`src/rtl/au_gray_cnt_if.sv`:
```
// Control and result bundle for au_gray_cnt: count/load controls in, binary/Gray count and terminal count out.
interface au_gray_cnt_if #(
   parameter int WIDTH = 8
);
   logic             en;
   logic             up;
   logic             ld;
   logic [WIDTH-1:0] ld_val;
   logic [WIDTH-1:0] b;
   logic [WIDTH-1:0] g;
   logic             tc;

   modport master (
      output en, up, ld, ld_val,
      input  b, g, tc
   );

   modport slave (
      input  en, up, ld, ld_val,
      output b, g, tc
   );
endinterface

```
`src/rtl/au_gray_cnt.sv`:
```
// Up/down binary counter with registered binary and Gray outputs, load, wrap/saturate and terminal count.
// Optional macro AU_GRAY_CNT_LDG_EN: ld_val is Gray-coded and decoded to binary before loading.
module au_gray_cnt #(
   parameter int WIDTH    = 8,
   parameter int INIT     = 0,
   parameter int SATURATE = 0
) (
   input  logic          clk,
   input  logic          rst,
   au_gray_cnt_if.slave  bus
);

   localparam logic [WIDTH-1:0] INIT_B = WIDTH'(INIT);
   localparam logic [WIDTH-1:0] MAX_B  = {WIDTH{1'b1}};
   localparam logic [WIDTH-1:0] ZERO_B = {WIDTH{1'b0}};
   localparam logic [WIDTH-1:0] ONE_B  = WIDTH'(1);

   if (WIDTH < 1) begin : g_bad_width
      $fatal(1, "au_gray_cnt: WIDTH must be >= 1");
   end
   if ((INIT < 0) || ((WIDTH < 31) && (INIT >= (1 << WIDTH)))) begin : g_bad_init
      $fatal(1, "au_gray_cnt: INIT out of range for WIDTH");
   end
   if ((SATURATE != 0) && (SATURATE != 1)) begin : g_bad_sat
      $fatal(1, "au_gray_cnt: SATURATE must be 0 or 1");
   end

   function automatic logic [WIDTH-1:0] gray_f(input logic [WIDTH-1:0] x);
      return x ^ (x >> 1);
   endfunction

   logic [WIDTH-1:0] b_q, b_d;
   logic [WIDTH-1:0] g_q, g_d;
   logic [WIDTH-1:0] ld_bin_s;

`ifdef AU_GRAY_CNT_LDG_EN
   // Prefix XOR from the MSB down turns a Gray word back into binary.
   function automatic logic [WIDTH-1:0] gray2bin_f(input logic [WIDTH-1:0] x);
      logic [WIDTH-1:0] r;
      r = x;
      for (int i = WIDTH - 2; i >= 0; i--) begin
         r[i] = r[i+1] ^ x[i];
      end
      return r;
   endfunction

   assign ld_bin_s = gray2bin_f(bus.ld_val);
`else
   assign ld_bin_s = bus.ld_val;
`endif

   // Next-state selection: load beats count; saturate mode pins the count at either end.
   always_comb begin
      b_d = b_q;
      g_d = g_q;
      if (bus.ld) begin
         b_d = ld_bin_s;
         g_d = gray_f(ld_bin_s);
      end else if (bus.en) begin
         if (bus.up) begin
            if ((SATURATE == 1) && (b_q == MAX_B)) begin
               b_d = b_q;
            end else begin
               b_d = b_q + ONE_B;
            end
         end else begin
            if ((SATURATE == 1) && (b_q == ZERO_B)) begin
               b_d = b_q;
            end else begin
               b_d = b_q - ONE_B;
            end
         end
         g_d = gray_f(b_d);
      end else begin
         b_d = b_q;
         g_d = g_q;
      end
   end

   // State registers; g is registered alongside b so both are clean flop outputs.
   always_ff @(posedge clk) begin
      if (rst) begin
         b_q <= INIT_B;
         g_q <= gray_f(INIT_B);
      end else begin
         b_q <= b_d;
         g_q <= g_d;
      end
   end

   assign bus.b  = b_q;
   assign bus.g  = g_q;
   assign bus.tc = (bus.up & (b_q == MAX_B)) | (~bus.up & (b_q == ZERO_B));

endmodule
```
`src/flat_wrapper.sv`:
```
// flat-port wrapper written by rule: the top's interface ports become plain ports
module au_gray_cnt_flat 
#(
   parameter int WIDTH    = 8,
   parameter int INIT     = 0,
   parameter int SATURATE = 0
)
  (clk, rst, bus_en, bus_up, bus_ld, bus_ld_val, bus_b, bus_g, bus_tc);
  au_gray_cnt_if #(.WIDTH(WIDTH)) bus_i ();
  input  logic clk;
  input  logic rst;
  input wire logic [$bits(bus_i.en)-1:0] bus_en;
  input wire logic [$bits(bus_i.up)-1:0] bus_up;
  input wire logic [$bits(bus_i.ld)-1:0] bus_ld;
  input wire logic [$bits(bus_i.ld_val)-1:0] bus_ld_val;
  output wire logic [$bits(bus_i.b)-1:0] bus_b;
  output wire logic [$bits(bus_i.g)-1:0] bus_g;
  output wire logic [$bits(bus_i.tc)-1:0] bus_tc;
  assign bus_i.en = bus_en;
  assign bus_i.up = bus_up;
  assign bus_i.ld = bus_ld;
  assign bus_i.ld_val = bus_ld_val;
  assign bus_b = bus_i.b;
  assign bus_g = bus_i.g;
  assign bus_tc = bus_i.tc;
  au_gray_cnt #(.WIDTH(WIDTH), .INIT(INIT), .SATURATE(SATURATE)) u_core (.clk(clk), .rst(rst), .bus(bus_i));
endmodule
```
`config.mk`:
```
export PLATFORM = sky130hd
export DESIGN_NAME = au_gray_cnt_flat
export DESIGN_NICKNAME = d
export VERILOG_FILES = /design/src/rtl/au_gray_cnt_if.sv /design/src/rtl/au_gray_cnt.sv /design/src/flat_wrapper.sv
export SDC_FILE = /design/constraint.sdc
export NUM_CORES = 1
export LEC_CHECK = 0
export ABC_CLOCK_PERIOD_IN_PS = 2500
export CAP_MARGIN = 15
export CORE_ASPECT_RATIO = 0.6
export CORE_MARGIN = 10
export CORE_UTILIZATION = 50
export CTS_BUF_LIST = sky130_fd_sc_hd__clkbuf_8
export DETAILED_ROUTE_END_ITERATION = 10
export PLACE_DENSITY = 0.84
export SKIP_LAST_GASP = 1
export SLEW_MARGIN = 20
export SYNTH_ARGS = -nofsm -noshare
export SYNTH_HDL_FRONTEND = slang
export SYNTH_SLANG_ARGS = --single-unit
```
`constraint.sdc`:
```
create_clock -name clk -period 2.5 [get_ports clk]
set_clock_uncertainty 0.1 [all_clocks]
set_input_delay 0.5 -clock clk [delete_from_list [all_inputs] [get_ports clk]]
set_output_delay 0.5 -clock clk [all_outputs]
set_load 0.02 [all_outputs]
```
Yosys cells after proc, flatten, opt, wreduce, memory -nomap -nowiden
Index checks and enable logic that the tools add are counted.
{"block": "word_totals", "reg_bits": 16, "latchBits": 0, "ramBits": 0, "rom_bits": 0, "output_inout_bits": 17, "wordCells": 20, "n_memories": 0}
{"block": "op_classes", "add_sub_neg": 2, "multipliers": 0, "div": 0, "n_lt_le_gt_ge": 0, "n_eq_ne": 1, "shifts": 0, "mux": 7, "bitwise": 6, "reduce_logical": 2}
{"cell": "8-bit 2-to-1 mux", "n": 7}
{"cell": "8-bit by 7-bit XOR with 8-bit output", "n": 2}
{"cell": "8-bit by 1-bit adder with 8-bit output (second input constant)", "n": 1}
{"cell": "8-bit == test (second input constant)", "n": 1}
{"cell": "8-bit zero test", "n": 1}
{"cell": "8-bit by 1-bit subtractor with 8-bit output (second input constant)", "n": 1}
{"cell": "1-bit AND", "n": 2}
{"cell": "2-bit nonzero test", "n": 1}
{"cell": "1-bit inverter", "n": 1}
{"cell": "1-bit OR", "n": 1}

Depth between registers and ports, before layout
Gate-level depths: netlist (run 1).
{"block": "depth", "word_depth": 7, "depth_mapped": 9, "depth_no_buf": 8}

Worst setup path after synthesis (run 1)
Ideal clock, no wire load.
{"block": "synth_timing", "path_type": "flip-flop to flip-flop", "start": "reg u_core.b_q[0] (netlist: u_core.bus.b[0])", "end": "reg u_core.g_q[6] (netlist: u_core.bus.g[6])", "setup_time_ps": 70, "t_arrival_ps": 2074, "required_ps": 2330, "setup_slack_ps": 256, "stages_incl_launch_ff": 10, "path_buffers": 1, "cell_sequence": "dfxtp_1 buf_6 inv_1 fa_1 nand2b_1 a21oi_1 o21a_1 or2_2 xor3_1 a21oi_1"}
{"block": "synth_between", "elab_chain_len": 7}
{"element": "start: declaration", "line_no": "au_gray_cnt.sv:32", "source": "logic [WIDTH-1:0] b_q, b_d;"}
{"element": "start signal: assignment", "line_no": "au_gray_cnt.sv:83", "source": "b_q <= INIT_B;"}
{"element": "start signal: assignment", "line_no": "au_gray_cnt.sv:86", "source": "b_q <= b_d;"}
{"element": "8-bit by 1-bit subtractor with 8-bit output or 8-bit by 1-bit adder with 8-bit output (tied branches)", "line_no": "au_gray_cnt.sv:70, au_gray_cnt.sv:64"}
{"element": "8-bit 2-to-1 mux *", "line_no": "au_gray_cnt.sv:60", "source": "if (bus.up) begin"}
{"element": "8-bit 2-to-1 mux *", "line_no": "au_gray_cnt.sv:59", "source": "end else if (bus.en) begin"}
{"element": "8-bit 2-to-1 mux *", "line_no": "au_gray_cnt.sv:56", "source": "if (bus.ld) begin"}
{"element": "8-bit by 7-bit XOR with 8-bit output *", "line_no": "au_gray_cnt.sv:29", "source": "return x ^ (x >> 1);"}
{"element": "8-bit 2-to-1 mux *", "line_no": "au_gray_cnt.sv:59"}
{"element": "8-bit 2-to-1 mux *", "line_no": "au_gray_cnt.sv:56"}
{"element": "end signal: assignment", "line_no": "au_gray_cnt.sv:84", "source": "g_q <= gray_f(INIT_B);"}
{"element": "end signal: assignment", "line_no": "au_gray_cnt.sv:87", "source": "g_q <= g_d;"}
{"element": "end: declaration", "line_no": "au_gray_cnt.sv:33", "source": "logic [WIDTH-1:0] g_q, g_d;"}
Mark *: on every way between the ends. The rest lies on a longest branch, timed or not. The select of a mux whose other input is x is not followed.
A chain may end at the register's enable or synchronous reset.

Worst setup path after layout (run 1)
{"block": "layout_timing", "start": "in bus_up", "end": "reg u_core.g_q[6] (netlist: u_core.bus.g[6])"}
{"block": "layout_between", "elab_chain_len": 6}
{"element": "start: declaration", "line_no": "flat_wrapper.sv:13", "source": "input wire logic [$bits(bus_i.up)-1:0] bus_up;"}
{"element": "8-bit 2-to-1 mux", "line_no": "au_gray_cnt.sv:60"}
{"element": "8-bit 2-to-1 mux", "line_no": "au_gray_cnt.sv:59"}
{"element": "8-bit 2-to-1 mux", "line_no": "au_gray_cnt.sv:56"}
{"element": "8-bit by 7-bit XOR with 8-bit output", "line_no": "au_gray_cnt.sv:29"}
{"element": "8-bit 2-to-1 mux", "line_no": "au_gray_cnt.sv:59"}
{"element": "8-bit 2-to-1 mux", "line_no": "au_gray_cnt.sv:56"}
No other way between the ends. The select of a mux whose other input is x is not followed.

==> results of run 1 <==
-- routing by layer --
| layer | vias up | GRT usage | wire length [um] |
|---|---|---|---|
| met5 | - | 0 | 0 |
| met4 | 0 | 0.0242 | 32 |
| met3 | 7 | 0.0531 | 269 |
| met2 | 44 | 0.249 | 1670 |
| met1 | 575 | 0.169 | 1480 |
| li1 | 572 | - | - |
-- power groups by stage --
stage                     Combinational (mW)  Clock, mW  Sequential [mW]
after detailed placement               0.408          0            0.292
after CTS                              0.417      0.209            0.288
after floorplan                        0.228          0            0.318
after global placement                 0.396          0            0.290
final                                  0.435      0.206            0.288
after global routing                   0.466      0.218            0.292
-- Yosys cell counts (all sizes together), types with 3 or more instances --
cell	number	area (um^2)
a211o	4	35.0
a211oi	6	50.1
a21oi	17	88.8
a221oi	4	35.0
buf	4	26.3
clkbuf	4	15.0
dfxtp	15	300
ha	6	75.1
inv	8	30.0
nand2	6	22.5
nand2b	4	25.0
nand3	3	15.0
nor2	14	52.6
nor3	3	15.0
o21ai	4	23.8
xnor2	13	121
xor2	7	61.3
-- path summary, 6_finish.rpt --
| kind | startpoint | to | slack [ns] | depth (start not counted) |
|---|---|---|---|---|
| max | bus_up | u_core.bus.g[6] | 0.20 | 9 |
| min | u_core.bus.g[2] | u_core.bus.g[2] | 0.51 | 3 |
| max reg2reg | u_core.bus.b[1] | u_core.bus.g[6] | 0.26 | 7 |
| min reg2reg | u_core.bus.g[2] | u_core.bus.g[2] | 0.51 | 3 |
-- critical path, delay by kind of cell --
| kind | cells | cell delay (ns) |
|---|---|---|
| AOI/OAI and AO/OA | 4 | 0.80 |
| adders and majority gates | 1 | 0.30 |
| xor gates and xnor gates | 2 | 0.55 |
| buffers and inverters | 2 | 0.24 |
-- sequential cells by signal (all words and copies together), names as in the netlist --
name and flops:
u_core.bus.g 7, u_core.bus.b 8
-- stage by stage --
step | util | worst slack [ns] | std cells
3_3_place_gp | 0.707 | -0.212 | 204
4_1_cts | 0.739 | 0.0134 | 208
2_1_floorplan | - | 0.256 | 139
6_report | 0.755 | 0.198 | 209
3_5_place_dp | 0.707 | -0.303 | 204
5_1_grt | 0.755 | 0.0929 | 209
-- layout make-up --
cell class | instances | area [um^2] | share of cell area
clock buffers | 3 | 41.3 | 0.0251
clock inverters | 1 | 5.00 | 0.00304
inverters | 8 | 32.5 | 0.0198
multi-input cells | 108 | 826 | 0.502
flip-flops and latches | 15 | 300 | 0.182
well taps | 30 | 37.5 | 0.0228
repair buffers | 44 | 404 | 0.245
-- logic make-up after synthesis --
family          Yosys count
xor+xnor                 21
fa+ha+maj                 7
buf+inv                  16
simple gates             37
compound gates           42
flops                    15
mux                       1
-- what timing repair did --
item,in CTS,in global routing
resized for setup,4,5
hold buffers,0,0
setup buffers,0,1
endpoints found under the setup margin,3,8
pin swaps,1,5
==> metrics.txt, run 1 <==
Overall Power 929 uW; GRT Total Usage 0.145; critical path's largest stage delay 0.35 ns; Root Driver clkbuf_8; ys flop type dfxtp_1; post-synth design cell area 1150 um^2; post-route cell area 1650 um^2; Net Sw Power around 330 uW; number of buffers added on ports 29; Synth Area in XOR/XNOR 0.180; Worst path slowest cell xor3_1; Compound-Gate Fraction of Synth Area 0.252; worst path required time 2.59 ns; first-pass GRT wire length roughly 5.5 mm; Rows 13; Int Pwr 603 uW; CP Max Fanout 5; GP Congestion 0.856; total number of vias 1198; H-tree levels 1; Pre-Repair DR Iteration Count 5; post-synthesis cell count 139; Final Setup Violations 0; # nets final 200; Setup CP Type primary input to register; Critical Path End Type register; fraction of layout cells with a size suffix above 1 0.179; CTS buffer count 3; initial antenna violation count 0; status finished clean; Hold Path Class register to register; clock power share 0.221; Core Area 2180 um^2; worst hold slack between 0.5 and 0.6 ns; vias in the first global route 1197; worst rel slew slack 0.578; Final Cycle Share 0.921; max-slew violation count 0; largest net degree at the start of global routing 32; vias per cell 5.73; TNS Setup 0 ns; switch share 0.351; Hold Fails Final Rpt 0; post-layout minimum cycle time 2.30 ns; # DRC 0; Comb pwr share 0.468; post-route ant nets 0; number of synthesized flops with an enable pin 0; CTS Sinks 15; adder-cell share of the synthesized area 0.0828; max_cap viols 0; total gr overflow 0; Async S/R FF share, synth 0; Boundary Pins 30; Avg WL per Cell about 16 um; Synth Net Count 159; post-synthesis simple-gate area fraction 0.154; most frequent cells in the layout clkdlybuf4s50_1, a21oi_1, buf_4, dfxtp_1, nor2_1; crit path cell chain dlymetal6s2s_1 > inv_4 > ha_1 > a211oi_2 > o21ai_2 > o31ai_2 > xnor2_1 > xor3_1 > a21oi_1; Die W around 82 um; Yosys warnings 0; Power Density roughly 560 nW/um^2; commonest non-fill, non-tap cell in the layout clkdlybuf4s50_1; post-synthesis cell type count 39; Ant. Diodes 0; largest family of logic cells by synthesized area compound AO/OA/AOI/OAI gates; CTS clk-pin slew, worst paths 0.07 ns; leak pwr about 0.68 nW; Starting Density 0.527; DRT iter0 DRCs 97; Skew-Pair Late Insertion Delay roughly 0.26 ns; sequential share of power 0.311; WP data arrival 2.39 ns; # fillers 169; die footprint 4680 um^2; Worst-Margin Slew approximately 0.63 ns; final WL 3.44 mm; mux share of post-synthesis cell area 0.00871; Fmax about 430 MHz; Clock Tree Buf Depth 2; CTS tree built; RSZ-0062 raised after global routing false; Seq/Total Area, Yosys 0.261; HPWL Detailed 2.54 mm; #FFs+latches synth 15; crit path launch type primary input; dpl cell area 1540 um^2; Area Growth Syn to Fin 43.4%; die height 57.1 um; Avg Cell Area, Syn 8.26 um^2; Max IR drop VDD between 0.0002 and 0.0003 V
Power figures use the tool's default switching activity.
==> run 2: changes to the inputs <==
Settings changed: GPL_TIMING_DRIVEN set to 0.
==> metrics.txt, run 2 (same netlist as run 1, synthesis figures left out) <==
status finished clean; # nets final 193; GRT Total Usage 0.140; worst path required time approximately 1.9 ns; Skew-Pair Late Insertion Delay about 0.26 ns; Die W approximately 82 um; die footprint 4680 um^2; CTS Sinks 15; switch share 0.355; Int Pwr approximately 560 uW; leak pwr 0.608 nW; GR Util met1 0.171; Ant. Diodes 0; Critical Path End Type output port; fraction of layout cells with a size suffix above 1 0.0814; commonest non-fill, non-tap cell in the layout clkdlybuf4s50_1; Net Sw Power 310 uW; Root Driver clkbuf_8; DRT iter0 DRCs 85; CP top delay family buffers and inverters; GP Congestion roughly 0.8; Final Cycle Share 0.973; Hold Fails Final Rpt 0; crit path launch type register; Comb pwr share 0.437; most frequent cells in the layout clkdlybuf4s50_1, a21oi_1, dfxtp_1; met2 usage 0.215; clock power share 0.234; worst setup path end bus_tc; Starting Density 0.527; max-slew violation count 0; worst hold slack roughly 0.52 ns; final WL 3.22 mm; # DRC 0; crit path cell chain nor4_1 > nand3_1 > o31ai_1 > clkdlybuf4s50_1; HPWL Detailed ~2.5 mm; CTS tree built; Power Density 575 nW/um^2; Final Setup Violations 0; total number of vias 1156; post-layout minimum cycle time around 2.4 ns; Avg WL per Cell 15.9 um; H-tree levels 1; first-pass GRT wire length 5.26 mm; max_cap viols 0; die height 57.1 um; Worst R2R Start u_core.bus.b[0]; Setup CP Type register to output port; Boundary Pins 30; number of buffers added on ports 29; CTS buffer count 3; Clock Tree Buf Depth 2; met3 Use GR 0.0563; critical path's largest stage delay 0.64 ns; R2R Setup Slk between 0.15 and 0.2 ns; max FFs per register 8; min-delay src u_core.bus.b[3]; Buf/Inv on CP 1; Fmax 411 MHz; Worst-Margin Slew 0.534 ns; GRT Max-Usage Layer met2; vias in the first global route between 1000 and 1500; worst rel slew slack 0.644; R2R Path End u_core.bus.g[6]; RSZ-0062 raised after global routing false; CP Max Fanout 6; Area Growth Syn to Fin 32.0%; initial antenna violation count 0; fin util 0.696; total gr overflow 0; Pre-Repair DR Iteration Count 4; sequential share of power 0.330; CTS clk-pin slew, worst paths 0.06 ns; vias per cell 5.72; largest net degree at the start of global routing 11; Rows 13; Levels on crit path 4; CP Launch Point u_core.bus.b[7]; WP data arrival 1.83 ns; Worst path slowest cell clkdlybuf4s50_1; Worst R2R Path Depth 9; post-route ant nets 0; Hold Path Class register to register; Core Area 2180 um^2; Max IR drop VDD 0.000301 V
-- run 2: cell types whose count changed in the layout (fill, tap and decap cells not counted), moves of 2 or more --
| cell | delta |
|---|---|
| ha_1 | +3 |
| clkbuf_1 | +4 |
| ha_4 | -3 |
| buf_4 | -14 |
| buf_1 | +2 |
-- run 2: power by group through the flow --
stage               Combinational (mW)  Sequential [mW]  Clock [mW]
floorplan                        0.228            0.318           0
global placement                 0.370            0.290           0
finish                           0.381            0.287       0.204
detailed placement               0.379            0.292           0
global route                     0.414            0.291       0.218
CTS                              0.382            0.287       0.207
-- run 2: through the flow --
stage | power [mW] | std cells | area (um^2) | setup slack, ns | TNS, ns
5_1_grt | 0.923 | 202 | 1520 | 0.0275 | 0
3_3_place_gp | 0.660 | 198 | 1480 | -0.527 | -3.78
4_1_cts | 0.875 | 202 | 1520 | 0.00199 | 0
3_5_place_dp | 0.671 | 198 | 1480 | -0.624 | -4.11
2_1_floorplan | 0.546 | 139 | 1150 | 0.256 | 0
6_report | 0.872 | 202 | 1520 | 0.0677 | 0
-- run 2: worst min-delay path, delay by kind of cell (launching register included) --
kind	cells	cell delay, ns
compound gates	2	0.22
flops	1	0.35
-- run 2: how the worst min path moves through the flow --
stage | to | depth (start not counted)
finish | u_core.bus.b[3] | 2
global route | u_core.bus.g[2] | 3
CTS | u_core.bus.b[3] | 2
detailed placement | u_core.bus.b[3] | 2
global placement | u_core.bus.g[2] | 3
floorplan | u_core.bus.b[3] | 1
-- run 2: timing repair --
action,CTS,global route
hold buffers,0,0
gates resized for setup,3,1
buffers inserted,0,0
endpoints found under the setup margin,9,2
gates cloned,0,0
pin swaps,0,0
-- run 2: area by class of cell --
cell class	count	area, um^2
timing repair buffer	29	285
inverter	8	30.0
tap	30	37.5
fill	186	663
buffer	8	41.3
sequential	15	300
clock inverter	1	3.75
clock buffer	3	41.3
multi-input combinational	108	777
-- run 2: metal layers --
metal / routed length, um / vias up
met5: 0 / -
met4: 68 / 0
met3: 350 / 7
met2: 1410 / 54
met1: 1390 / 536
li1: - / 559
==> run 3: changes to the inputs <==
==> constraint.sdc (replaced) <==
create_clock -name clk -period 2.5 [get_ports clk]
set_clock_uncertainty 0.1 [all_clocks]
set_input_delay 0.25 -clock clk [delete_from_list [all_inputs] [get_ports clk]]
set_output_delay 0.25 -clock clk [all_outputs]
set_load 0.02 [all_outputs]
==> metrics.txt, run 3 (same netlist as run 1, synthesis figures left out) <==
crit path launch type register; WP data arrival 2.42 ns; hold buffer count at cts 0; min-delay src bus_ld_val[7]; CTS clk-pin slew, worst paths roughly 0.060 ns; Final Cycle Share 0.930; crit path cell chain buf_6 > inv_1 > fa_1 > nand2b_1 > a21oi_1 > o21a_1 > or2_2 > xor3_1 > a21oi_1; Pre-Repair DR Iteration Count 4; Die W 81.9 um; sequential share of power 0.330; Worst-Margin Slew 0.535 ns; # DRC 0; worst path required time 2.59 ns; leak pwr between 0.6 and 0.7 nW; Boundary Pins 30; CP top delay family compound AO/OA/AOI/OAI gates; # nets final 193; Final Setup Violations 0; vias in the first global route about 1100; TNS Setup 0 ns; Avg WL per Cell 15.9 um; RSZ-0062 raised after global routing false; # fillers roughly 190; worst rel slew slack 0.643; switch share 0.355; max-slew violation count 0; most frequent cells in the layout clkdlybuf4s50_1, a21oi_1, dfxtp_1; R2R Setup Slk roughly 0.17 ns; Worst R2R Path Depth 9; Hold Path Class primary input to register; Hold Fails Final Rpt 0; Comb pwr share 0.437; clock power share 0.233; Hold Path Cell Cnt 3; Core Area 2180 um^2; Setup CP Type register to register; GP Congestion ~0.8; final setup margin 0.175 ns; HPWL Detailed 2.51 mm; final WL 3.22 mm; initial antenna violation count 0; Int Pwr 562 uW; Clock Tree Buf Depth 2; Area Growth Syn to Fin 32.4%; CTS tree built; Fmax 430 MHz; Max IR drop VDD 0.000301 V; status finished clean; DRT iter0 DRCs 94; Rows 13; max FFs per register 8; post-route ant nets 0; post-layout minimum cycle time between 2 and 2.5 ns; Critical Path End Type register; Ant. Diodes 0; Buf/Inv on CP 2; Post-Place Worst Slack -0.374 ns; Worst path slowest cell fa_1; die footprint 4680 um^2; die height 57.1 um; max_cap viols 0; Skew-Pair Late Insertion Delay 0.26 ns; H-tree levels 1; CTS buffer count 3; total gr overflow 0; GRT Total Usage 0.140; R2R Path End u_core.bus.g[6]; Power Density 573 nW/um^2; placed cells 198; Worst Hold Endpoint u_core.bus.b[7]; cell repeated most along the worst path a21oi_1; Root Driver clkbuf_8; Worst R2R Start u_core.bus.b[0]; vias per cell 5.75; first-pass GRT wire length 5.26 mm; fraction of layout cells with a size suffix above 1 0.0756; Net Sw Power 309 uW; largest net degree at the start of global routing 11; total number of vias between 1000 and 1500; critical path's largest stage delay 0.45 ns; number of buffers added on ports 29; CP Max Fanout 7; Starting Density 0.527; fin cells 202; commonest non-fill, non-tap cell in the layout clkdlybuf4s50_1; CTS Sinks 15
[run 3: metrics by stage]
| step | power [mW] | area (um^2) | util | hold WS [ns] |
|---|---|---|---|---|
| after floorplan | 0.546 | 1150 | - | 0.229 |
| after global placement | 0.660 | 1480 | 0.677 | 0.493 |
| after detailed placement | 0.671 | 1480 | 0.677 | 0.509 |
| after CTS | 0.875 | 1520 | 0.697 | 0.520 |
| after global routing | 0.923 | 1520 | 0.697 | 0.545 |
| final | 0.872 | 1520 | 0.697 | 0.517 |
[run 3: repair_timing]
item | 4_1_cts | 5_1_grt
buffers inserted | 0 | 0
endpoints found under the setup margin | 1 | 0
gates resized for setup | 2 | 0
[run 3: per-layer routing]
metal | routed length [um] | share of wire | up-vias | global-route usage
met4 | 68 | 0.021 | 0 | 0.0483
met3 | 346 | 0.11 | 7 | 0.0563
met2 | 1410 | 0.44 | 54 | 0.215
met1 | 1400 | 0.43 | 541 | 0.171
met5 | 0 | 0 | - | 0
li1 | - | - | 559 | -
[run 3: worst max path at each step]
stage / end / startpoint / cells after the start / slack, ns
floorplan: u_core.bus.g[6] / u_core.bus.b[0] / 9 / 0.26
global placement: u_core.bus.g[6] / bus_up / 9 / -0.28
detailed placement: u_core.bus.g[6] / bus_up / 9 / -0.37
CTS: u_core.bus.g[6] / u_core.bus.b[0] / 9 / 0.15
global route: u_core.bus.g[6] / u_core.bus.b[0] / 9 / 0.03
finish: u_core.bus.g[6] / u_core.bus.b[0] / 9 / 0.17
[run 3: tightest hold or removal path, stage by stage]
cell and delay [ns]:
clkdlybuf4s50_1 0.43, nand2_1 0.10, a21oi_2 0.05
[run 3: cell type report]
class	count	area [um^2]	share of cell area
Clock buffer	3	41.3	0.0272
Buffer	8	41.3	0.0272
Multi-Input combinational cell	108	777	0.511
Inverter	8	30.0	0.0198
Sequential cell	15	300	0.198
Tap cell	30	37.5	0.0247
Clock inverter	1	3.75	0.00247
Timing Repair Buffer	29	289	0.190
[run 3: power by group through the flow]
stage          sequential (mW)  clock [mW]  combinational [mW]
3_3_place_gp             0.290           0               0.370
5_1_grt                  0.291       0.218               0.414
4_1_cts                  0.287       0.207               0.382
6_report                 0.287       0.203               0.381
3_5_place_dp             0.292           0               0.379
2_1_floorplan            0.318           0               0.228
